**src/rtl/adc_scan_pkg.sv**
```systemverilog
// Shared types and helpers for the ADC scan sequencer: FSM state encoding,
// out_data field offsets and channel-mask walking functions.
package adc_scan_pkg;

    typedef enum logic [2:0] {
        ST_IDLE   = 3'd0,
        ST_SETTLE = 3'd1,
        ST_START  = 3'd2,
        ST_WAIT   = 3'd3,
        ST_STORE  = 3'd4
    } scan_state_t;

    // out_data = {channel, result}; the channel field sits directly above the result.
    localparam int OD_DATA_LSB = 0;

    // Returns {found, index} of the lowest set bit strictly above cur.
    function automatic logic [4:0] next_set_bit(input logic [15:0] mask, input logic [3:0] cur);
        logic [4:0] res;
        res = '0;
        for (int i = 15; i >= 0; i--) begin
            if (i > int'(cur) && mask[i]) res = {1'b1, 4'(i)};
        end
        return res;
    endfunction

    // Index of the lowest set bit; callers guarantee a non-zero mask.
    function automatic logic [3:0] first_set_bit(input logic [15:0] mask);
        logic [3:0] res;
        res = '0;
        for (int i = 15; i >= 0; i--) begin
            if (mask[i]) res = 4'(i);
        end
        return res;
    endfunction

endpackage

```
**src/rtl/adc_scan_fifo.sv**
```systemverilog
// Synchronous output FIFO for tagged conversion results; count-based
// full/empty, head entry read straight from the registered storage.
module adc_scan_fifo #(
    parameter int W     = 11,
    parameter int DEPTH = 4
) (
    input  logic         clk,
    input  logic         rst_n,
    input  logic         push,
    input  logic [W-1:0] push_data,
    input  logic         pop,
    output logic         full,
    output logic         empty,
    output logic [W-1:0] head
);

    localparam int AW = $clog2(DEPTH);
    localparam logic [AW:0] FULL_CNT = (AW+1)'(DEPTH);

    logic [W-1:0]  mem [DEPTH];
    logic [AW-1:0] wr_ptr, rd_ptr;
    logic [AW:0]   count;
    logic          do_push, do_pop;

    assign full    = (count == FULL_CNT);
    assign empty   = (count == '0);
    assign head    = mem[rd_ptr];
    assign do_pop  = pop && !empty;
    // A push into a full FIFO still lands when the head leaves in the same cycle.
    assign do_push = push && (!full || do_pop);

    always_ff @(posedge clk or negedge rst_n) begin
        if (!rst_n) begin
            for (int i = 0; i < DEPTH; i++) mem[i] <= '0;
            wr_ptr <= '0;
            rd_ptr <= '0;
            count  <= '0;
        end else begin
            if (do_push) begin
                mem[wr_ptr] <= push_data;
                wr_ptr      <= wr_ptr + AW'(1);
            end
            if (do_pop) rd_ptr <= rd_ptr + AW'(1);
            case ({do_push, do_pop})
                2'b10:   count <= count + (AW+1)'(1);
                2'b01:   count <= count - (AW+1)'(1);
                default: count <= count;
            endcase
        end
    end

endmodule

```
**src/rtl/adc_scan_seq.sv**
```systemverilog
// Multi-channel SAR ADC scan sequencer with tagged-result output FIFO.
// Define ADC_SCAN_AVG_EN to average 2^AVG_LOG2 conversions per channel.
module adc_scan_seq
    import adc_scan_pkg::*;
#(
    parameter int SIZE       = 8,
    parameter int NCH        = 8,
    parameter int CHW        = 3,
    parameter int FIFO_DEPTH = 4,
    parameter int TIMEOUT    = 63
`ifdef ADC_SCAN_AVG_EN
    ,
    parameter int AVG_LOG2   = 2
`endif
) (
    input  logic                clk,
    input  logic                rst_n,
    input  logic                en,
    input  logic                trig,
    input  logic                cont,
    input  logic                stop,
    input  logic [NCH-1:0]      chan_mask,
    input  logic [3:0]          settle,
    output logic                adc_soc,
    input  logic                adc_eoc,
    input  logic [SIZE-1:0]     adc_data,
    output logic [CHW-1:0]      ch_sel,
    output logic                busy,
    output logic                out_valid,
    input  logic                out_ready,
    output logic [CHW+SIZE-1:0] out_data,
    output logic                ovr,
    output logic                tmo,
    input  logic                clr_err
);

    localparam int OW        = CHW + SIZE;
    localparam int OD_CH_LSB = OD_DATA_LSB + SIZE;
    localparam int TW        = $clog2(TIMEOUT + 1);

    scan_state_t    state, state_nx;
    logic [NCH-1:0] mask_q, mask_nx;
    logic [CHW-1:0] ch_q, ch_nx;
    logic [3:0]     set_cnt, set_cnt_nx, settle_last;
    logic [TW-1:0]  wait_cnt, wait_cnt_nx;
    logic           stop_q, stop_nx;
    logic           tmo_set, push, pop, drop, fifo_full, fifo_empty;
    logic [SIZE-1:0] result;
    logic [OW-1:0]  push_data;
    logic [4:0]     nxt_hi;
    logic [3:0]     lo_trig, lo_lat;

`ifdef ADC_SCAN_AVG_EN
    localparam int AW = SIZE + AVG_LOG2;
    logic [AW-1:0]       acc_q, acc_nx;
    logic [AVG_LOG2-1:0] avg_cnt, avg_cnt_nx;
    assign result = SIZE'(acc_q >> AVG_LOG2);
`else
    logic [SIZE-1:0] res_q, res_nx;
    assign result = res_q;
`endif

    assign nxt_hi      = next_set_bit(16'(mask_q), 4'(ch_q));
    assign lo_trig     = first_set_bit(16'(chan_mask));
    assign lo_lat      = first_set_bit(16'(mask_q));
    assign settle_last = (settle == 4'd0) ? 4'd0 : settle - 4'd1;

    always_comb begin
        state_nx    = state;
        mask_nx     = mask_q;
        ch_nx       = ch_q;
        set_cnt_nx  = set_cnt;
        wait_cnt_nx = wait_cnt;
        stop_nx     = stop_q | stop;
        tmo_set     = 1'b0;
        push        = 1'b0;
`ifdef ADC_SCAN_AVG_EN
        acc_nx      = acc_q;
        avg_cnt_nx  = avg_cnt;
`else
        res_nx      = res_q;
`endif
        case (state)
            ST_IDLE: begin
                stop_nx = 1'b0;
                if (en && trig && |chan_mask) begin
                    mask_nx    = chan_mask;
                    ch_nx      = CHW'(lo_trig);
                    set_cnt_nx = '0;
                    state_nx   = ST_SETTLE;
`ifdef ADC_SCAN_AVG_EN
                    acc_nx     = '0;
                    avg_cnt_nx = '0;
`endif
                end
            end
            ST_SETTLE: begin
                if (set_cnt >= settle_last) state_nx = ST_START;
                else                        set_cnt_nx = set_cnt + 4'd1;
            end
            ST_START: begin
                wait_cnt_nx = '0;
                state_nx    = ST_WAIT;
            end
            ST_WAIT: begin
                if (adc_eoc) begin
`ifdef ADC_SCAN_AVG_EN
                    acc_nx = acc_q + AW'(adc_data);
                    if (avg_cnt == '1) begin
                        state_nx = ST_STORE;
                    end else begin
                        avg_cnt_nx = avg_cnt + 1'b1;
                        set_cnt_nx = '0;
                        state_nx   = ST_SETTLE;
                    end
`else
                    res_nx   = adc_data;
                    state_nx = ST_STORE;
`endif
                end else if (wait_cnt == TW'(TIMEOUT - 1)) begin
                    tmo_set  = 1'b1;
                    state_nx = ST_IDLE;
                end else begin
                    wait_cnt_nx = wait_cnt + TW'(1);
                end
            end
            ST_STORE: begin
                push       = 1'b1;
                set_cnt_nx = '0;
`ifdef ADC_SCAN_AVG_EN
                acc_nx     = '0;
                avg_cnt_nx = '0;
`endif
                // A stop seen anywhere during this channel ends the scan here.
                if (stop_q || stop) begin
                    state_nx = ST_IDLE;
                end else if (nxt_hi[4]) begin
                    ch_nx    = CHW'(nxt_hi[3:0]);
                    state_nx = ST_SETTLE;
                end else if (cont) begin
                    ch_nx    = CHW'(lo_lat);
                    state_nx = ST_SETTLE;
                end else begin
                    state_nx = ST_IDLE;
                end
            end
            default: state_nx = ST_IDLE;
        endcase
        // Disable aborts the scan without touching FIFO contents or sticky flags.
        if (!en) begin
            state_nx = ST_IDLE;
            stop_nx  = 1'b0;
            push     = 1'b0;
            tmo_set  = 1'b0;
        end
    end

    always_ff @(posedge clk or negedge rst_n) begin
        if (!rst_n) begin
            state    <= ST_IDLE;
            mask_q   <= '0;
            ch_q     <= '0;
            set_cnt  <= '0;
            wait_cnt <= '0;
            stop_q   <= 1'b0;
            ovr      <= 1'b0;
            tmo      <= 1'b0;
`ifdef ADC_SCAN_AVG_EN
            acc_q    <= '0;
            avg_cnt  <= '0;
`else
            res_q    <= '0;
`endif
        end else begin
            state    <= state_nx;
            mask_q   <= mask_nx;
            ch_q     <= ch_nx;
            set_cnt  <= set_cnt_nx;
            wait_cnt <= wait_cnt_nx;
            stop_q   <= stop_nx;
`ifdef ADC_SCAN_AVG_EN
            acc_q    <= acc_nx;
            avg_cnt  <= avg_cnt_nx;
`else
            res_q    <= res_nx;
`endif
            if (drop)         ovr <= 1'b1;
            else if (clr_err) ovr <= 1'b0;
            if (tmo_set)      tmo <= 1'b1;
            else if (clr_err) tmo <= 1'b0;
        end
    end

    // Output handshake: out_data is stable while out_valid=1; the head entry
    // is consumed on any rising clk edge where out_valid and out_ready are both 1.
    assign pop = out_valid && out_ready;
    assign drop = push && fifo_full && !pop;
    assign push_data[OD_CH_LSB +: CHW]    = ch_q;
    assign push_data[OD_DATA_LSB +: SIZE] = result;

    adc_scan_fifo #(.W(OW), .DEPTH(FIFO_DEPTH)) u_fifo (
        .clk       (clk),
        .rst_n     (rst_n),
        .push      (push),
        .push_data (push_data),
        .pop       (pop),
        .full      (fifo_full),
        .empty     (fifo_empty),
        .head      (out_data)
    );

    assign out_valid = !fifo_empty;
    assign adc_soc   = (state == ST_START) && en;
    assign ch_sel    = ch_q;
    assign busy      = (state != ST_IDLE);

endmodule

```
**config.mk**
```make
export PLATFORM = sky130hd
export DESIGN_NAME = adc_scan_seq
export DESIGN_NICKNAME = d
export VERILOG_FILES = /design/src/rtl/adc_scan_pkg.sv /design/src/rtl/adc_scan_fifo.sv /design/src/rtl/adc_scan_seq.sv
export SDC_FILE = /design/constraint.sdc
export NUM_CORES = 1
export LEC_CHECK = 0
export CAP_MARGIN = 20
export CORE_MARGIN = 4
export CORE_UTILIZATION = 35
export DETAILED_ROUTE_END_ITERATION = 10
export PLACE_DENSITY = 0.59
export SYNTH_ARGS = -nofsm -noshare
export SYNTH_HDL_FRONTEND = slang
export SYNTH_HIERARCHICAL = 1
export SYNTH_SLANG_ARGS = --single-unit
```
**constraint.sdc**
```tcl
create_clock -name clk -period 2.3 [get_ports clk]
set_input_delay 0.46 -clock clk [delete_from_list [all_inputs] [get_ports clk]]
set_output_delay 0.46 -clock clk [all_outputs]
set_load 0.02 [all_outputs]
```
==> flow_summary_export.csv <==
group,metric,value,unit
die,fp.coreArea,0.01211,mm^2
power,vdd_ir_drop_max,0.0004535,V
critical_path,crit_buf_inv,2,
worst_hold_path,hold_path.class,"in2async",
route,dr.pass1.iters,4,
final_layout,antenna_cells,0,
grt,grt_pass1_vias,3240,
timing,relSlewSlack,53.96,%
logic_synthesis,yosysWarnings,6,
logic_synthesis,synth_cell_types,51,
critical_path,crit_family,"multiplexers",
route,drt_iter0_markers,141,
logic_synthesis,synth-edff-count,0,
cts,cts_buffers,9,
critical_path,timing.rr.end,"u_fifo/count[2]",
cts,clock_path_buffers,2,
cts,cts_hold_buf,0,
final_layout,nFillCells,1134,
critical_path,endpoint_kind,"output port",
timing,slew_viol_final,0,
cts,htree_levels,3,
timing,finalHoldViolCount,0,
grt,grt_max_degree,52,
route,via_count,3021,
grt,grt_pass1_wl,16.22,mm
final_layout,drive_above_1_share,33.12,%
critical_path,timing.critical_path.from_type,"flip-flop",
die,die_w,119.9,um
logic_synthesis,synth_nets,405,
route,vias_per_cell,4.818,
grt,antenna_found_initial,0,
critical_path,cp_slowest_cell,"mux4_2",
logic_synthesis,yosysSeqAreaShare,49.11,%
logic_synthesis,syn_area_per_cell,12.07,um^2
critical_path,arrival,1.78,ns
logic_synthesis,ys_seq_elements,86,
route,drt-total-wl,9.326,mm
timing,skew,0.004994,ns
logic_synthesis,ys.flop_type,"dfrtp_1",
timing,period_needed,2.239,ns
route,post_drt_wl_per_cell,14.87,um
run_status,status,"finished, final reports clean",
critical_path,crit_path_cell_trace,"buf_4 > mux4_2 > dlygate4sd2_1",
cts,clk_latency,0.34,ns
timing,fin_crit_sh,97.34,%
logic_synthesis,synth_top_cell_area_share,49.11,%
cts,cts_tree,"done",
critical_path,rr_worst_depth,10,
critical_path,slowest_delay,0.52,ns
power,p_comb_share,28.2,%
logic_synthesis,syn_area,0.004382,mm^2
cts,cts.sinks,86,
die,initial_core_util,36.18,%
timing,setup_viol,0,
power,switching_share,30.60,%
power,internal_power,3.192,mW
power,power_frac_clock,30.2,%
power,p_seq_share,41.7,%
route,ant_nets,0,
die,dieHeight,119.9,um
cts,path_clk_slew,0.06,ns
final_layout,areaGrowthSynthToFinish,29.07,%
logic_synthesis,syn_inst,363,
placement,hpwlAfterDp,6.925,mm
placement,port_buffers,47,
critical_path,critPathRequiredTime,1.84,ns
die,die-area,0.01437,mm^2
critical_path,crit_type,"reg2out",
timing,fmax,446.7,MHz
logic_synthesis,async_flop_share,100.0,%
logic_synthesis,synthTopCellsByArea,"dfrtp_1, mux2_2, mux4_2",
grt,track_usage,14.16,%
critical_path,r2r-start,"u_fifo/count[2]",
die,ios,48,
logic_synthesis,yosys.area.top_type,"dfrtp_1",
final_layout,fin_util,46.69,%
grt,overflow,0,
timing,tightest_slew,0.6906,ns
die,num_rows,40,
cts,cts_root_buf,"clkbuf_16",
run,maxCapViolCount,0,
power,p_sw,1.408,mW
critical_path,cp_max_fo,5,
timing,hold_slack,0.1656,ns
critical_path,r2r_setup_slack,0.09,ns
route,drc,0,
placement,place.gp.congestion,0.8037,
final_layout,nNetsFinal,496,
power,p_leak,2.677,nW
power,pwr_density_cell,813.3,mW/mm^2
==> synth_stat cells (2+ instances only) <==
library cell / number
a21o_1: 3
a21oi_1: 13
a22oi_1: 2
a31oi_1: 4
and2_1: 3
and3_1: 2
buf_2: 2
buf_4: 2
buf_6: 4
clkbuf_1: 2
dfrtp_1: 86
ha_1: 12
inv_1: 18
mux2_2: 59
mux2i_1: 2
mux4_2: 11
nand2_1: 23
nand2b_1: 6
nand3_1: 4
nand4_1: 2
nor2_1: 26
nor2b_1: 6
nor3_1: 8
nor3b_1: 2
nor4_1: 4
o21ai_0: 12
o21bai_1: 4
o22ai_1: 3
o31a_1: 2
o31ai_1: 5
or3_1: 3
xnor2_1: 3
xor2_1: 7
==> worst max-delay path by stage <==
stage	endpoint	cells after the start	from
6_report	out_data[8]	3	u_fifo/rd_ptr[0]
5_1_grt	u_fifo/count[2]	10	u_fifo/count[2]
4_1_cts	u_fifo/count[2]	10	u_fifo/count[1]
3_5_place_dp	set_cnt[2]	10	settle[1]
3_3_place_gp	set_cnt[2]	10	settle[2]
2_1_floorplan	u_fifo/count[2]	10	u_fifo/count[0]
==> layout by cell type, fill, tap and decap left out, types with 3 or more instances in the layout <==
cell type	instances
inv_1	17
clkdlybuf4s50_1	32
nor3_2	3
a21o_1	3
nor3_1	5
mux2_2	59
nand2_1	23
o21bai_1	4
and2_1	3
mux4_2	11
or3_1	3
dlygate4sd2_1	11
a31oi_1	4
nor4_1	4
xnor2_1	3
nor2b_1	5
clkbuf_16	9
nand2b_1	5
xor2_1	7
dfrtp_1	84
nor2_1	26
nand3_1	4
o21ai_0	10
o31ai_1	5
a21oi_1	11
ha_1	11
o22ai_1	3
clkbuf_8	3
buf_4	44
==> sequential cells by signal, summed over array words and instances (netlist names) <==
register       cells
mask_q             8
u_fifo/mem        44
res_q              8
stop_q             1
ovr                1
wait_cnt           6
tmo                1
ch_sel             3
u_fifo/rd_ptr      2
u_fifo/count       3
state              3
u_fifo/wr_ptr      2
set_cnt            4
==> through the flow <==
stage | cells | setup WS (ns) | area, um^2 | power (mW) | setup TNS [ns]
after global routing | 627 | -0.03556 | 5655 | 4.886 | -0.03556
after floorplan | 363 | 0.0003282 | 4389 | 2.658 | 0
after global placement | 608 | -0.2755 | 5306 | 3.157 | -1.345
after detailed placement | 608 | -0.3201 | 5306 | 3.187 | -1.642
final | 627 | 0.06124 | 5655 | 4.600 | 0
after CTS | 624 | 0.02118 | 5587 | 4.594 | 0
==> power by group through the flow <==
stage / Clock (mW) / Combinational (mW) / Sequential (mW)
finish: 1.39 / 1.30 / 1.92
global route: 1.49 / 1.44 / 1.95
CTS: 1.42 / 1.26 / 1.91
detailed placement: 0 / 1.25 / 1.93
global placement: 0 / 1.23 / 1.93
floorplan: 0 / 0.760 / 1.90
==> timing repair <==
item                       CTS  global route
buffers inserted             0             3
cloned                       0             0
pin swaps                    0             4
setup endpoints to repair   12             7
gates resized for setup     15            15
==> layout make-up <==
class / instances / area [um^2] / area share, %
clock inverter: 3 / 17.52 / 0.3097
clock buffer: 13 / 270.3 / 4.779
inverter: 18 / 67.56 / 1.195
sequential: 86 / 2155 / 38.10
tap: 168 / 210.2 / 3.717
multi-input combinational: 248 / 2133 / 37.72
timing repair buffer: 91 / 802.0 / 14.18
==> cell families after synthesis <==
kind of cell | Yosys count | share of synthesized area, %
AO/OA/AOI/OAI | 58 | 9.167
XOR/XNOR | 10 | 1.999
adder cells (fa/ha/maj) | 13 | 3.883
buffers and inverters | 29 | 3.398
flip-flops | 86 | 49.11
multiplexers | 72 | 21.27
AND/OR/NAND/NOR | 95 | 11.17
==> per-layer routing <==
metal	global-route usage (%)	up-vias	routed length (um)
met3	4.006	9	269
met2	23.31	37	4747
met4	3.651	0	90
li1	-	1487	-
met1	18.43	1488	4218
met5	0	-	0
Note: power is estimated with default switching activity, not from simulation.
